`config.mk`:
```
export PLATFORM = sky130hd
export DESIGN_NAME = bin_to_bcd_seq
export DESIGN_NICKNAME = d
export VERILOG_FILES = /design/src/rtl/bin_to_bcd_seq.sv
export SDC_FILE = /design/constraint.sdc
export NUM_CORES = 1
export LEC_CHECK = 0
export ABC_AREA = 1
export CAP_MARGIN = 10
export CORE_ASPECT_RATIO = 1.4
export CORE_UTILIZATION = 30
export CTS_CLUSTER_DIAMETER = 40
export DETAILED_ROUTE_END_ITERATION = 8
export PLACE_DENSITY_LB_ADDON = 0.15
export SYNTH_ARGS = -nofsm -noshare
export SYNTH_HDL_FRONTEND = slang
export SYNTH_SLANG_ARGS = --single-unit
```
`constraint.sdc`:
```
create_clock -name clk -period 2.89 [get_ports clk]
set_input_delay 0.7225 -clock clk [delete_from_list [all_inputs] [get_ports clk]]
set_output_delay 0.7225 -clock clk [all_outputs]
set_load 0.005 [all_outputs]
```
`src/rtl/bin_to_bcd_seq.sv`:
```
// Sequential binary-to-BCD converter (shift-and-add-3, one bit per clock).
// Feeds per-digit 7-segment decoders: bcd_o/ovf_o change only when a
// conversion completes (or on reset), so the decoders never see partial
// scratch values.
module bin_to_bcd_seq #(
    parameter int BIN_W  = 14,
    parameter int DIGITS = 4
) (
    input  logic                  clk,
    input  logic                  rst_n,
    input  logic                  start_i,
    input  logic [BIN_W-1:0]      bin_i,
    output logic                  busy_o,
    output logic                  done_o,
    output logic                  ovf_o,
    output logic [4*DIGITS-1:0]   bcd_o
);

    localparam int BCD_W = 4 * DIGITS;
    localparam int CNT_W = $clog2(BIN_W + 1);

    // Largest value representable in DIGITS decimal digits.
    function automatic logic [63:0] max_dec();
        logic [63:0] p;
        p = 64'd1;
        for (int i = 0; i < DIGITS; i++) p = p * 64'd10;
        return p - 64'd1;
    endfunction

    localparam logic [63:0] MAX_DEC = max_dec();
    // If every BIN_W-bit value fits in DIGITS digits, overflow is impossible
    // and the truncated compare constant below must not be used.
    localparam bit OVF_EN = (BIN_W < 64) && (MAX_DEC < (64'd1 << BIN_W));
    localparam logic [BIN_W-1:0] MAX_BIN = MAX_DEC[BIN_W-1:0];

    typedef enum logic {IDLE = 1'b0, CONV = 1'b1} state_t;

    state_t             state_q, state_d;
    logic [BIN_W-1:0]   shift_q, shift_d;
    logic [BCD_W-1:0]   scr_q, scr_d;
    logic [CNT_W-1:0]   cnt_q, cnt_d;
    logic               ovf_pend_q, ovf_pend_d;
    logic [BCD_W-1:0]   bcd_q, bcd_d;
    logic               ovf_q, ovf_d;
    logic               done_q, done_d;

    logic [BCD_W-1:0]   scr_adj;
    logic [BCD_W-1:0]   scr_shift;

    // Add-3 correction per digit: any nibble >= 5 would exceed 9 after doubling.
    for (genvar g = 0; g < DIGITS; g++) begin : g_dig
        assign scr_adj[4*g +: 4] = (scr_q[4*g +: 4] >= 4'd5) ? scr_q[4*g +: 4] + 4'd3
                                                             : scr_q[4*g +: 4];
    end

    // Corrected scratch shifted left, taking the next binary MSB into bit 0.
    assign scr_shift = {scr_adj[BCD_W-2:0], shift_q[BIN_W-1]};

    // State and datapath registers; reset clears everything immediately.
    always_ff @(posedge clk or negedge rst_n) begin
        if (!rst_n) begin
            state_q    <= IDLE;
            shift_q    <= '0;
            scr_q      <= '0;
            cnt_q      <= '0;
            ovf_pend_q <= 1'b0;
            bcd_q      <= '0;
            ovf_q      <= 1'b0;
            done_q     <= 1'b0;
        end else begin
            state_q    <= state_d;
            shift_q    <= shift_d;
            scr_q      <= scr_d;
            cnt_q      <= cnt_d;
            ovf_pend_q <= ovf_pend_d;
            bcd_q      <= bcd_d;
            ovf_q      <= ovf_d;
            done_q     <= done_d;
        end
    end

    // Next-state: accept in IDLE, shift one bit per cycle in CONV, publish
    // the result on the edge where the bit counter hits zero.
    always_comb begin
        state_d    = state_q;
        shift_d    = shift_q;
        scr_d      = scr_q;
        cnt_d      = cnt_q;
        ovf_pend_d = ovf_pend_q;
        bcd_d      = bcd_q;
        ovf_d      = ovf_q;
        done_d     = 1'b0;
        case (state_q)
            IDLE: begin
                if (start_i) begin
                    shift_d    = bin_i;
                    scr_d      = '0;
                    cnt_d      = CNT_W'(BIN_W);
                    ovf_pend_d = OVF_EN && (bin_i > MAX_BIN);
                    state_d    = CONV;
                end
            end
            CONV: begin
                scr_d   = scr_shift;
                shift_d = {shift_q[BIN_W-2:0], 1'b0};
                cnt_d   = cnt_q - CNT_W'(1);
                if (cnt_q == CNT_W'(1)) begin
                    bcd_d   = ovf_pend_q ? {DIGITS{4'h9}} : scr_shift;
                    ovf_d   = ovf_pend_q;
                    done_d  = 1'b1;
                    state_d = IDLE;
                end
            end
            default: state_d = IDLE;
        endcase
    end

    assign busy_o = (state_q == CONV);
    assign done_o = done_q;
    assign ovf_o  = ovf_q;
    assign bcd_o  = bcd_q;

endmodule

```
==> metrics <==
Slowest cell on crit path clkdlybuf4s50_1; CTS tree yes; Critical Path AT about 1.2 ns; Synth top area share 0.5190; Synth async-reset ratio 1.000; pre-CTS setup slack between 0.7 and 0.8 ns; final worst-path cycle share 0.6614; FP Rows 39; Syn. warnings 0; Crit Path Max Fanout 2; largest net degree at the start of global routing 24; drt initial violations 73; Leakage 1.613 nW; Worst-Skew Late Latency between 0.2 and 0.3 ns; Worst Path Required roughly 2.2 ns; CP Launch Type flip-flop; Final Max Tran Viols 0; CTS H-tree depth 2; Tot GR Track Use 0.1405; Detailed Route WL between 5000 and 6000 um; clock sinks 54; root buffer cell clkbuf_16; final core occ 0.3861; Congestion Overflow GR 0; minimum clock period ~1.9 ns; post-synth top area cell dfrtp_1; first-pass GRT wire length just under 10000 um; crit path buf inv count 1; Critical Path Max Stage Delay 0.52 ns; vias in the first global route 2102; Area growth syn-to-layout 23.02%; Worst Skew between 0.003 and 0.004 ns; cells taking the most area after synthesis dfrtp_1 (52%), nand2_1 (14%), nand3_1 (6.2%); Die Y 112.2 um; Crit Path Class flip-flop to output pin; GPL Wtd Cong between 0.7 and 0.8; Post-DRT Antenna Nets 0; top_reg_cell synth dfrtp_1; die area ~0.0091 mm2; Die Width ~80 um; Final setup viols 0; Max Freq about 520 MHz; crit end category output pin; IO Count 36; Slew headroom 0.6584; Hold Crit Class input port to asynchronous set/reset pin; crit path cell chain clkdlybuf4s50_1; n_diodes 0; Synthesized Nets 339; post-synthesis compound-gate area fraction 0.08938; Hold Buf Count CTS 0; Residual DRC 0; Simple-Gate Fraction of Synth Area 0.2638; share of post-route cells with drive strength above 1 0.05714; max cap viols 0; cell area power density roughly 1100 mW/mm2; core area ~0.0083 mm2; Final Hold Fails 0; Port Buffer Count 35; Worst-path clk slew about 0.060 ns; dpl hpwl a little over 4000 um; Mapped Area between 0.002 and 0.003 mm2; top cells by count, synth nand2_1 (100), dfrtp_1 (54), inv_1 (39), nand3_1 (32), nor2_1 (19); Post-layout nets ~380; EDFF count, synth 0; Avg Inst Size Synth around 8.3 um2; Synth Instances 312; Yosys cell types 22; status finished clean; # Post-CTS Setup Buffers 0; Worst VDD drop 0.0004023 V; setup slack after layout roughly 0.98 ns; TritonCTS Buffers 5; post-synthesis sequential area ratio 0.5190; unrepaired setup endpoints after global routing no; Via density around 4.7; CTS resizes 0; Synth Area in XOR/XNOR 0; Least-Margin Pin Slew approximately 0.51 ns; most frequent cell after synthesis nand2_1; antenna violations before repair 0; Max clock buf depth 2; Pre-antenna DRT Iters 4; mux contribution to synthesized area 0; Starting Density 0.3139; Synth Register Bits 54; Top Family by Delay on Critical Path buffers and inverters; DR WL/cell 12.51 um; via count between 2000 and 2500; largest family of logic cells by synthesized area simple AND/OR/NAND/NOR gates; Synth Area in Adders 0.04805; Fin Setup TNS 0 ns
## power breakdown
group          internal, mW  switching [mW]  total, mW
registers              1.11           0.204       1.32
logic                 0.694           0.933       1.63
clock network         0.335           0.251      0.586
## worst paths after layout
kind,startpoint,to,slack (ns),cells after the start
setup / recovery,busy_o,busy_o,0.98,1
hold / removal,rst_n,bcd_o[5],0.38,1
setup reg to reg,busy_o,bcd_o[4],1.29,8
hold reg to reg,bcd_o[1],bcd_o[1],0.48,2
max in group asynchronous,rst_n,scr_q[3],1.87,2
min in group clk,bcd_o[1],bcd_o[1],0.48,2
## kinds of logic after synthesis
group / after synthesis
AOI/OAI and AO/OA: 38
adders and majority gates: 10
buffers and inverters: 50
DFF: 54
and+or+nand+nor: 160
## cell usage in the layout (no fill, tap or decap), types with 2 or more instances in the layout
master | synthesis | layout
o221ai_1 | 7 | 7
a21oi_1 | 7 | 7
inv_1 | 39 | 39
inv_2 | 3 | 3
or2_2 | 2 | 2
clkdlybuf4s50_1 | 0 | 34
nand3_1 | 32 | 32
or2_1 | 2 | 2
ha_1 | 10 | 10
nand2_1 | 100 | 100
nand2_4 | 2 | 2
buf_4 | 0 | 5
nand4_1 | 2 | 2
o22ai_1 | 5 | 5
clkbuf_16 | 0 | 5
nor2_1 | 19 | 19
o211ai_1 | 2 | 2
o21ai_0 | 15 | 15
dfrtp_1 | 54 | 54
## sequential cells by signal, summed over array words and instances (netlist names)
signal      flops
done_o          1
busy_o          1
ovf_o           1
bcd_o          16
scr_q          16
shift_q        14
cnt_q           4
ovf_pend_q      1
## layer usage
metal	track usage	routed length, um
met5	0	0
met4	0.04524	77
met3	0.02602	173
met2	0.2418	2866
met1	0.1743	2536
## metrics by stage
| stage | instance area (um2) | hold slack [ns] | power (mW) | std cells |
|---|---|---|---|---|
| finish | 3203 | 0.3751 | 3.528 | 452 |
| global route | 3203 | 0.4099 | 3.890 | 452 |
| CTS | 3203 | 0.3930 | 3.585 | 452 |
| detailed placement | 3064 | 0.4671 | 2.982 | 446 |
| global placement | 3064 | 0.4650 | 2.950 | 446 |
| floorplan | 2604 | 0.4269 | 2.388 | 312 |
## worst register-to-register path: cells and delay by family (launching register included)
family | cells | cell delay (ns)
AND/OR/NAND/NOR | 5 | 0.72
flip-flops | 1 | 0.39
buffers and inverters | 3 | 0.39
## area by class of cell
class / count / area, um2
clock buffer: 6 / 138.9
fill: 885 / 5092
inverter: 42 / 157.7
multi-input combinational: 208 / 1045
sequential: 54 / 1351
tap: 102 / 127.6
timing repair buffer: 40 / 382.9
(Power assumes the default switching activity.)
